**src/rtl/inst_fetch_q_if.sv**
```systemverilog
// Fetch-stage bus bundle: redirect, instruction-memory req/gnt/rvalid and ID handshake.
// master = the fetch stage, slave = the surrounding core/memory.
interface inst_fetch_q_if;
   logic        redirect_valid;
   logic [31:0] redirect_pc;
   logic        imem_req;
   logic [31:0] imem_addr;
   logic        imem_gnt;
   logic        imem_rvalid;
   logic [31:0] imem_rdata;
   logic        if_valid;
   logic [31:0] if_pc;
   logic [31:0] if_instr;
   logic        if_exc;
   logic        id_ready;

   modport master (
      input  redirect_valid,
      input  redirect_pc,
      output imem_req,
      output imem_addr,
      input  imem_gnt,
      input  imem_rvalid,
      input  imem_rdata,
      output if_valid,
      output if_pc,
      output if_instr,
      output if_exc,
      input  id_ready
   );

   modport slave (
      output redirect_valid,
      output redirect_pc,
      input  imem_req,
      input  imem_addr,
      output imem_gnt,
      output imem_rvalid,
      output imem_rdata,
      input  if_valid,
      input  if_pc,
      input  if_instr,
      input  if_exc,
      output id_ready
   );
endinterface

```
**src/rtl/inst_fetch_q.sv**
```systemverilog
// IF stage: owns the PC, issues imem requests, queues in-order responses for ID.
// Define IF_MISALIGN_CHK_EN to turn misaligned redirects into an if_exc marker entry.
module inst_fetch_q #(
   parameter logic [31:0] RESET_PC        = 32'h0040_0000,
   parameter int          DEPTH           = 4,
   parameter int          MAX_OUTSTANDING = 2
) (
   input  logic           clk,
   input  logic           rstn,
   inst_fetch_q_if.master fq
);
   localparam int AW = $clog2(DEPTH);
   localparam int CW = AW + 1;
   localparam logic [CW-1:0] LP_DEPTH = CW'(DEPTH);
   localparam logic [CW-1:0] LP_MAXO  = CW'(MAX_OUTSTANDING);

   logic [31:0]   r_pc;
   logic          r_live;
   logic [31:0]   r_fl_pc [DEPTH];
   logic [AW-1:0] r_fl_wr;
   logic [AW-1:0] r_fl_rd;
   logic [CW-1:0] r_out;
   logic [CW-1:0] r_discard;
   logic [31:0]   r_q_pc [DEPTH];
   logic [31:0]   r_q_instr [DEPTH];
   logic [AW-1:0] r_q_wr;
   logic [AW-1:0] r_q_rd;
   logic [CW-1:0] r_cnt;

   logic          w_redir;
   logic [31:0]   w_new_pc;
   logic          w_halt;
   logic [CW:0]   w_sum;
   logic          w_req;
   logic          w_fire;
   logic          w_resp;
   logic          w_keep;
   logic          w_exc_push;
   logic          w_push;
   logic          w_pop;
   logic          w_valid;
   logic [31:0]   w_push_pc;
   logic [31:0]   w_push_instr;

`ifdef IF_MISALIGN_CHK_EN
   logic          r_halt;
   logic          r_exc_pend;
   logic          r_q_exc [DEPTH];
   logic          w_misalign;

   assign w_new_pc   = fq.redirect_pc;
   assign w_misalign = |fq.redirect_pc[1:0];
   assign w_halt     = r_halt;
   // Marker waits until every in-flight (now stale) response has drained.
   assign w_exc_push = r_exc_pend & ~w_redir & (r_out == '0)
                     & (r_cnt < LP_DEPTH);
`else
   assign w_new_pc   = fq.redirect_pc & 32'hFFFF_FFFC;
   assign w_halt     = 1'b0;
   assign w_exc_push = 1'b0;
`endif

   assign w_redir = fq.redirect_valid;
   assign w_sum   = {1'b0, r_out} + {1'b0, r_cnt};

   // Credit rule: every granted request already owns a queue slot.
   assign w_req  = r_live & ~w_redir & ~w_halt
                 & (r_out < LP_MAXO)
                 & (w_sum < {1'b0, LP_DEPTH});
   assign w_fire = w_req & fq.imem_gnt;

   // Orphan responses (nothing outstanding) are ignored.
   assign w_resp = fq.imem_rvalid & (r_out != '0);
   assign w_keep = w_resp & (r_discard == '0) & ~w_redir;

   assign w_push       = w_keep | w_exc_push;
   assign w_valid      = (r_cnt != '0);
   assign w_pop        = w_valid & fq.id_ready;
   assign w_push_pc    = w_exc_push ? r_pc : r_fl_pc[r_fl_rd];
   assign w_push_instr = w_exc_push ? 32'h0 : fq.imem_rdata;

   assign fq.imem_req  = w_req;
   assign fq.imem_addr = {r_pc[31:2], 2'b00};
   assign fq.if_valid  = w_valid;
   assign fq.if_pc     = w_valid ? r_q_pc[r_q_rd] : 32'h0;
   assign fq.if_instr  = w_valid ? r_q_instr[r_q_rd] : 32'h0;
`ifdef IF_MISALIGN_CHK_EN
   assign fq.if_exc    = w_valid & r_q_exc[r_q_rd];
`else
   assign fq.if_exc    = 1'b0;
`endif

   // Hold off fetching for the first cycle out of reset.
   always_ff @(posedge clk or negedge rstn) begin
      if (!rstn) r_live <= 1'b0;
      else       r_live <= 1'b1;
   end

   // PC: redirect reloads, a granted request advances by one word.
   always_ff @(posedge clk or negedge rstn) begin
      if (!rstn)       r_pc <= RESET_PC;
      else if (w_redir) r_pc <= w_new_pc;
      else if (w_fire)  r_pc <= r_pc + 32'd4;
   end

   // In-flight PC FIFO pointers: push on grant, pop on any response.
   always_ff @(posedge clk or negedge rstn) begin
      if (!rstn) begin
         r_fl_wr <= '0;
         r_fl_rd <= '0;
      end else begin
         if (w_fire) r_fl_wr <= r_fl_wr + 1'b1;
         if (w_resp) r_fl_rd <= r_fl_rd + 1'b1;
      end
   end

   // In-flight PC storage.
   always_ff @(posedge clk) begin
      if (w_fire) r_fl_pc[r_fl_wr] <= r_pc;
   end

   // Outstanding request count.
   always_ff @(posedge clk or negedge rstn) begin
      if (!rstn) begin
         r_out <= '0;
      end else begin
         unique case ({w_fire, w_resp})
            2'b10:   r_out <= r_out + 1'b1;
            2'b01:   r_out <= r_out - 1'b1;
            default: r_out <= r_out;
         endcase
      end
   end

   // Stale-response count: everything still in flight at a redirect.
   always_ff @(posedge clk or negedge rstn) begin
      if (!rstn)
         r_discard <= '0;
      else if (w_redir)
         r_discard <= r_out - CW'(w_resp);
      else if (w_resp & (r_discard != '0))
         r_discard <= r_discard - 1'b1;
   end

   // Fetch queue pointers and occupancy; redirect flushes.
   always_ff @(posedge clk or negedge rstn) begin
      if (!rstn) begin
         r_q_wr <= '0;
         r_q_rd <= '0;
         r_cnt  <= '0;
      end else if (w_redir) begin
         r_q_wr <= '0;
         r_q_rd <= '0;
         r_cnt  <= '0;
      end else begin
         if (w_push) r_q_wr <= r_q_wr + 1'b1;
         if (w_pop)  r_q_rd <= r_q_rd + 1'b1;
         if (w_push & ~w_pop)
            r_cnt <= r_cnt + 1'b1;
         else if (~w_push & w_pop)
            r_cnt <= r_cnt - 1'b1;
      end
   end

   // Fetch queue storage.
   always_ff @(posedge clk) begin
      if (w_push) begin
         r_q_pc[r_q_wr]    <= w_push_pc;
         r_q_instr[r_q_wr] <= w_push_instr;
      end
   end

`ifdef IF_MISALIGN_CHK_EN
   // Misaligned redirect halts fetch and arms a single marker entry.
   always_ff @(posedge clk or negedge rstn) begin
      if (!rstn) begin
         r_halt     <= 1'b0;
         r_exc_pend <= 1'b0;
      end else if (w_redir) begin
         r_halt     <= w_misalign;
         r_exc_pend <= w_misalign;
      end else if (w_exc_push) begin
         r_exc_pend <= 1'b0;
      end
   end

   // Marker flag storage alongside the queue.
   always_ff @(posedge clk) begin
      if (w_push) r_q_exc[r_q_wr] <= w_exc_push;
   end
`endif

   // A response with nothing outstanding is a memory protocol error.
   a_rsp_has_req: assert property (
      @(posedge clk) disable iff (!rstn)
      fq.imem_rvalid |-> (r_out != '0)
   );

endmodule

```
**src/flat_wrapper.sv**
```systemverilog
// flat-port wrapper written by rule: the top's interface ports become plain ports
module inst_fetch_q_flat 
#(
   parameter logic [31:0] RESET_PC        = 32'h0040_0000,
   parameter int          DEPTH           = 4,
   parameter int          MAX_OUTSTANDING = 2
)
  (clk, rstn, fq_redirect_valid, fq_redirect_pc, fq_imem_req, fq_imem_addr, fq_imem_gnt, fq_imem_rvalid, fq_imem_rdata, fq_if_valid, fq_if_pc, fq_if_instr, fq_if_exc, fq_id_ready);
  inst_fetch_q_if fq_i ();
  input  logic clk;
  input  logic rstn;
  input wire logic [$bits(fq_i.redirect_valid)-1:0] fq_redirect_valid;
  input wire logic [$bits(fq_i.redirect_pc)-1:0] fq_redirect_pc;
  output wire logic [$bits(fq_i.imem_req)-1:0] fq_imem_req;
  output wire logic [$bits(fq_i.imem_addr)-1:0] fq_imem_addr;
  input wire logic [$bits(fq_i.imem_gnt)-1:0] fq_imem_gnt;
  input wire logic [$bits(fq_i.imem_rvalid)-1:0] fq_imem_rvalid;
  input wire logic [$bits(fq_i.imem_rdata)-1:0] fq_imem_rdata;
  output wire logic [$bits(fq_i.if_valid)-1:0] fq_if_valid;
  output wire logic [$bits(fq_i.if_pc)-1:0] fq_if_pc;
  output wire logic [$bits(fq_i.if_instr)-1:0] fq_if_instr;
  output wire logic [$bits(fq_i.if_exc)-1:0] fq_if_exc;
  input wire logic [$bits(fq_i.id_ready)-1:0] fq_id_ready;
  assign fq_i.redirect_valid = fq_redirect_valid;
  assign fq_i.redirect_pc = fq_redirect_pc;
  assign fq_imem_req = fq_i.imem_req;
  assign fq_imem_addr = fq_i.imem_addr;
  assign fq_i.imem_gnt = fq_imem_gnt;
  assign fq_i.imem_rvalid = fq_imem_rvalid;
  assign fq_i.imem_rdata = fq_imem_rdata;
  assign fq_if_valid = fq_i.if_valid;
  assign fq_if_pc = fq_i.if_pc;
  assign fq_if_instr = fq_i.if_instr;
  assign fq_if_exc = fq_i.if_exc;
  assign fq_i.id_ready = fq_id_ready;
  inst_fetch_q #(.RESET_PC(RESET_PC), .DEPTH(DEPTH), .MAX_OUTSTANDING(MAX_OUTSTANDING)) u_core (.clk(clk), .rstn(rstn), .fq(fq_i));
endmodule
```
**config.mk**
```make
export PLATFORM = sky130hd
export DESIGN_NAME = inst_fetch_q_flat
export DESIGN_NICKNAME = d
export VERILOG_FILES = /design/src/rtl/inst_fetch_q_if.sv /design/src/rtl/inst_fetch_q.sv /design/src/flat_wrapper.sv
export SDC_FILE = /design/constraint.sdc
export NUM_CORES = 1
export LEC_CHECK = 0
export ABC_CLOCK_PERIOD_IN_PS = 5000
export BUFFER_PORTS_ARGS = -buffer_cell sky130_fd_sc_hd__buf_4
export CORE_ASPECT_RATIO = 0.8
export CORE_MARGIN = 2
export CORE_UTILIZATION = 41
export DETAILED_ROUTE_END_ITERATION = 8
export GPL_TIMING_DRIVEN = 0
export PLACE_DENSITY_LB_ADDON = 0.15
export SETUP_SLACK_MARGIN = 0.05
export SLEW_MARGIN = 20
export SYNTH_ARGS = -nofsm -noshare
export SYNTH_HDL_FRONTEND = slang
export SYNTH_SLANG_ARGS = --single-unit
export TNS_END_PERCENT = 50
```
**constraint.sdc**
```tcl
create_clock -name clk -period 5 [get_ports clk]
set_clock_uncertainty 0.05 [all_clocks]
set_input_delay 0.25 -clock clk [delete_from_list [all_inputs] [get_ports clk]]
set_output_delay 0.25 -clock clk [all_outputs]
set_load 0.02 [all_outputs]
```
==> impl_results.md <==
* Clock Tree Buf Depth at 3
* Non-filler cells, final at 1,732
* Leak at 7.30 nW
* WP data arrival at 2.96 ns
* Yosys reg bits at 416
* Hold_buf cts at 64
* Vias per std cell at 5.10
* FILL cells at 3,216
* Final core occ at 0.524
* Die ar. at 42,200 um^2
* Routed len/inst at 20.5 um
* Post-Place Cells at 1,591
* Crit-path max FO at 10
* Worst slew pin tran at 0.896 ns
* Pins Over Slew Limit at 0
* Final setup viols at 0
* Post-route cell area at 20,900 um^2
* Largest net degree at the start of global routing at 49
* Req. time, crit path at 4.70 ns
* Slew margin rel. at 0.403
* DP Wirelength at 23.3 mm
* Min-delay src: fq_id_ready
* Port Buffer Count at 161
* Clk slew on worst S/H paths at 0.06 ns
* DRC at 0
* CTS Root Cell: clkbuf_16
* Max Clk Rate at 0.307 GHz
* Post-CTS sizing at 0
* Final wirelength at 35.5 mm
* Final min period at 3.26 ns
* Worst Setup Start Kind: flip-flop
* Initial antenna violation count at 1
* First-pass GRT wire length at 55.6 mm
* Most frequent cells in the layout: edfxtp_1, buf_4, mux4_2, and2_1, dlygate4sd3_1
* Post-synthesis average cell area at 18.9 um^2
* Yosys cell types at 47
* CTS tree: built
* VDD IR-drop max at 228 uV
* Setup TNS at 0 ns
* Sequential element share of the synthesized area at 0.736
* Inserted Clock Buffers at 43
* Largest area contributor in the netlist: edfxtp_1
* Post-CTS Setup Bufs at 0
* Post-DRT Antenna Nets at 0
* Die height at 184 um
* Gr ovfl total at 0
* Clk_lat worst skew at 0.54 ns
* Core Area at 39,800 um^2
* Die W at 229 um
* Worst setup path start: u_core.r_q_rd[0]
* Drt initial violations at 594
* Layout cells sized above 1 at 0.308
* Final #Nets at 1,252
* Synth warn at 0
* Top FF cell, synth: edfxtp_1
* FF-to-FF Start: u_core.r_out[2]
* CTS HTree Levels at 2
* Critical Path End Type: output pin
* Area post-placement at 18,800 um^2
* Crit share post-route at 0.652
* Clock sink count at 416
* Area Growth Syn to Fin at 25.3%
* GPL Wtd Cong at 0.778
* Ports at 169
* Max-cap check violation count at 0
* N_diodes at 0
* Most common cell after layout, fill and taps aside: edfxtp_1
* Initial Util at 0.419
* Worst Hold Class: primary input to flip-flop
* Unrepaired setup endpoints after global routing: false
* Vias at 8,829
* Power per cell area at 495 nW/um^2
* Status: finished clean
* Hold WS at 0.0553 ns
* Ranking of synthesized cells by area: edfxtp_1, mux4_2, dfrtp_1
* Area share of the largest cell type after synthesis at 0.664
* Vias in the first global route at 9,149
* Rows at 65
* Final hold viol count at 0
* WS Path Type: flip-flop to output pin
* Post-synth EDFFs at 368
* Async SR Flop Fraction at 0.115
* Cells after Synth at 882
* Total GRT Usage at 0.174
* Synthesized cell area at 16,600 um^2
* TritonRoute pass-1 iters at 5
[worst max-delay path, stage by stage, from the launching register on]
cell and delay, ns:
dfrtp_1 0.33, clkbuf_1 0.64, buf_2 0.54, mux4_2 0.55, and2_1 0.18, buf_4 0.16
[logic make-up after synthesis]
logic type | synth area share
AND/OR/NAND/NOR | 0.0659
XOR/XNOR | 0.0120
multiplexers | 0.127
flip-flops | 0.736
buffers and inverters | 0.0186
other | 0.000451
adder cells (fa/ha/maj) | 0.0144
AO/OA/AOI/OAI | 0.0255
[sequential cells by signal, indices dropped and copies added, names as in the netlist, 3 cells and up]
name              cells
u_core.r_q_instr    128
u_core.r_fl_pc      120
u_core.r_q_pc       120
u_core.r_pc          30
u_core.r_cnt          3
u_core.r_discard      3
u_core.r_out          3
[worst paths after layout]
kind	endpoint	cells past startpoint	slack, ns
worst max-delay path	fq_if_instr[30]	5	1.74
worst min-delay path	u_core.r_q_rd[1]	4	0.06
worst max register to register	u_core.r_fl_pc[1][22]	7	2.02
worst min register to register	u_core.r_fl_wr[0]	1	0.49
max in group asynchronous	u_core.r_pc[14]	2	4.22
min in group asynchronous	u_core.r_pc[26]	2	0.23
[cells in the mapped netlist, drive strengths merged (17+ instances only)]
cell type	n
edfxtp	368
mux4	92
and2	65
dfrtp	47
nand2	40
clkbuf	26
inv	24
buf	22
o21ai	22
nand3	18
and3	17
nor2	17
[area by class of cell]
cell class                      count  area [um^2]  share of cell area
Sequential cell                   416        12300               0.587
Multi-Input combinational cell    398         4120               0.198
Timing Repair Buffer              233         2050              0.0985
Clock buffer                       50         1150              0.0554
Tap cell                          536          671              0.0322
Clock inverter                     27          290              0.0139
Buffer                             48          220              0.0106
Inverter                           24         90.1             0.00432
[power by group]
group	switching [W]	total [W]	internal [W]	leakage (nW)
Sequential	0.000152	0.00427	0.00412	3.90
Clock	0.00129	0.00325	0.00196	0.711
Combinational	0.00152	0.00281	0.00129	2.69
Total	0.00296	0.0103	0.00737	7.30
[layer usage]
layer,vias up,wire length [um],global-route usage
met5,-,0,0
met3,38,1740,0.0314
met2,232,16000,0.266
met4,0,468,0.0384
li1,4064,-,-
met1,4495,17300,0.261
[per-stage QoR]
stage	total power, W	setup slack [ns]
finish	0.0103	1.74
global route	0.0109	1.53
CTS	0.0105	1.57
detailed placement	0.00717	2.00
global placement	0.00713	0.397
floorplan	0.00612	1.95
No activity file was read; power rests on OpenSTA's default activity.
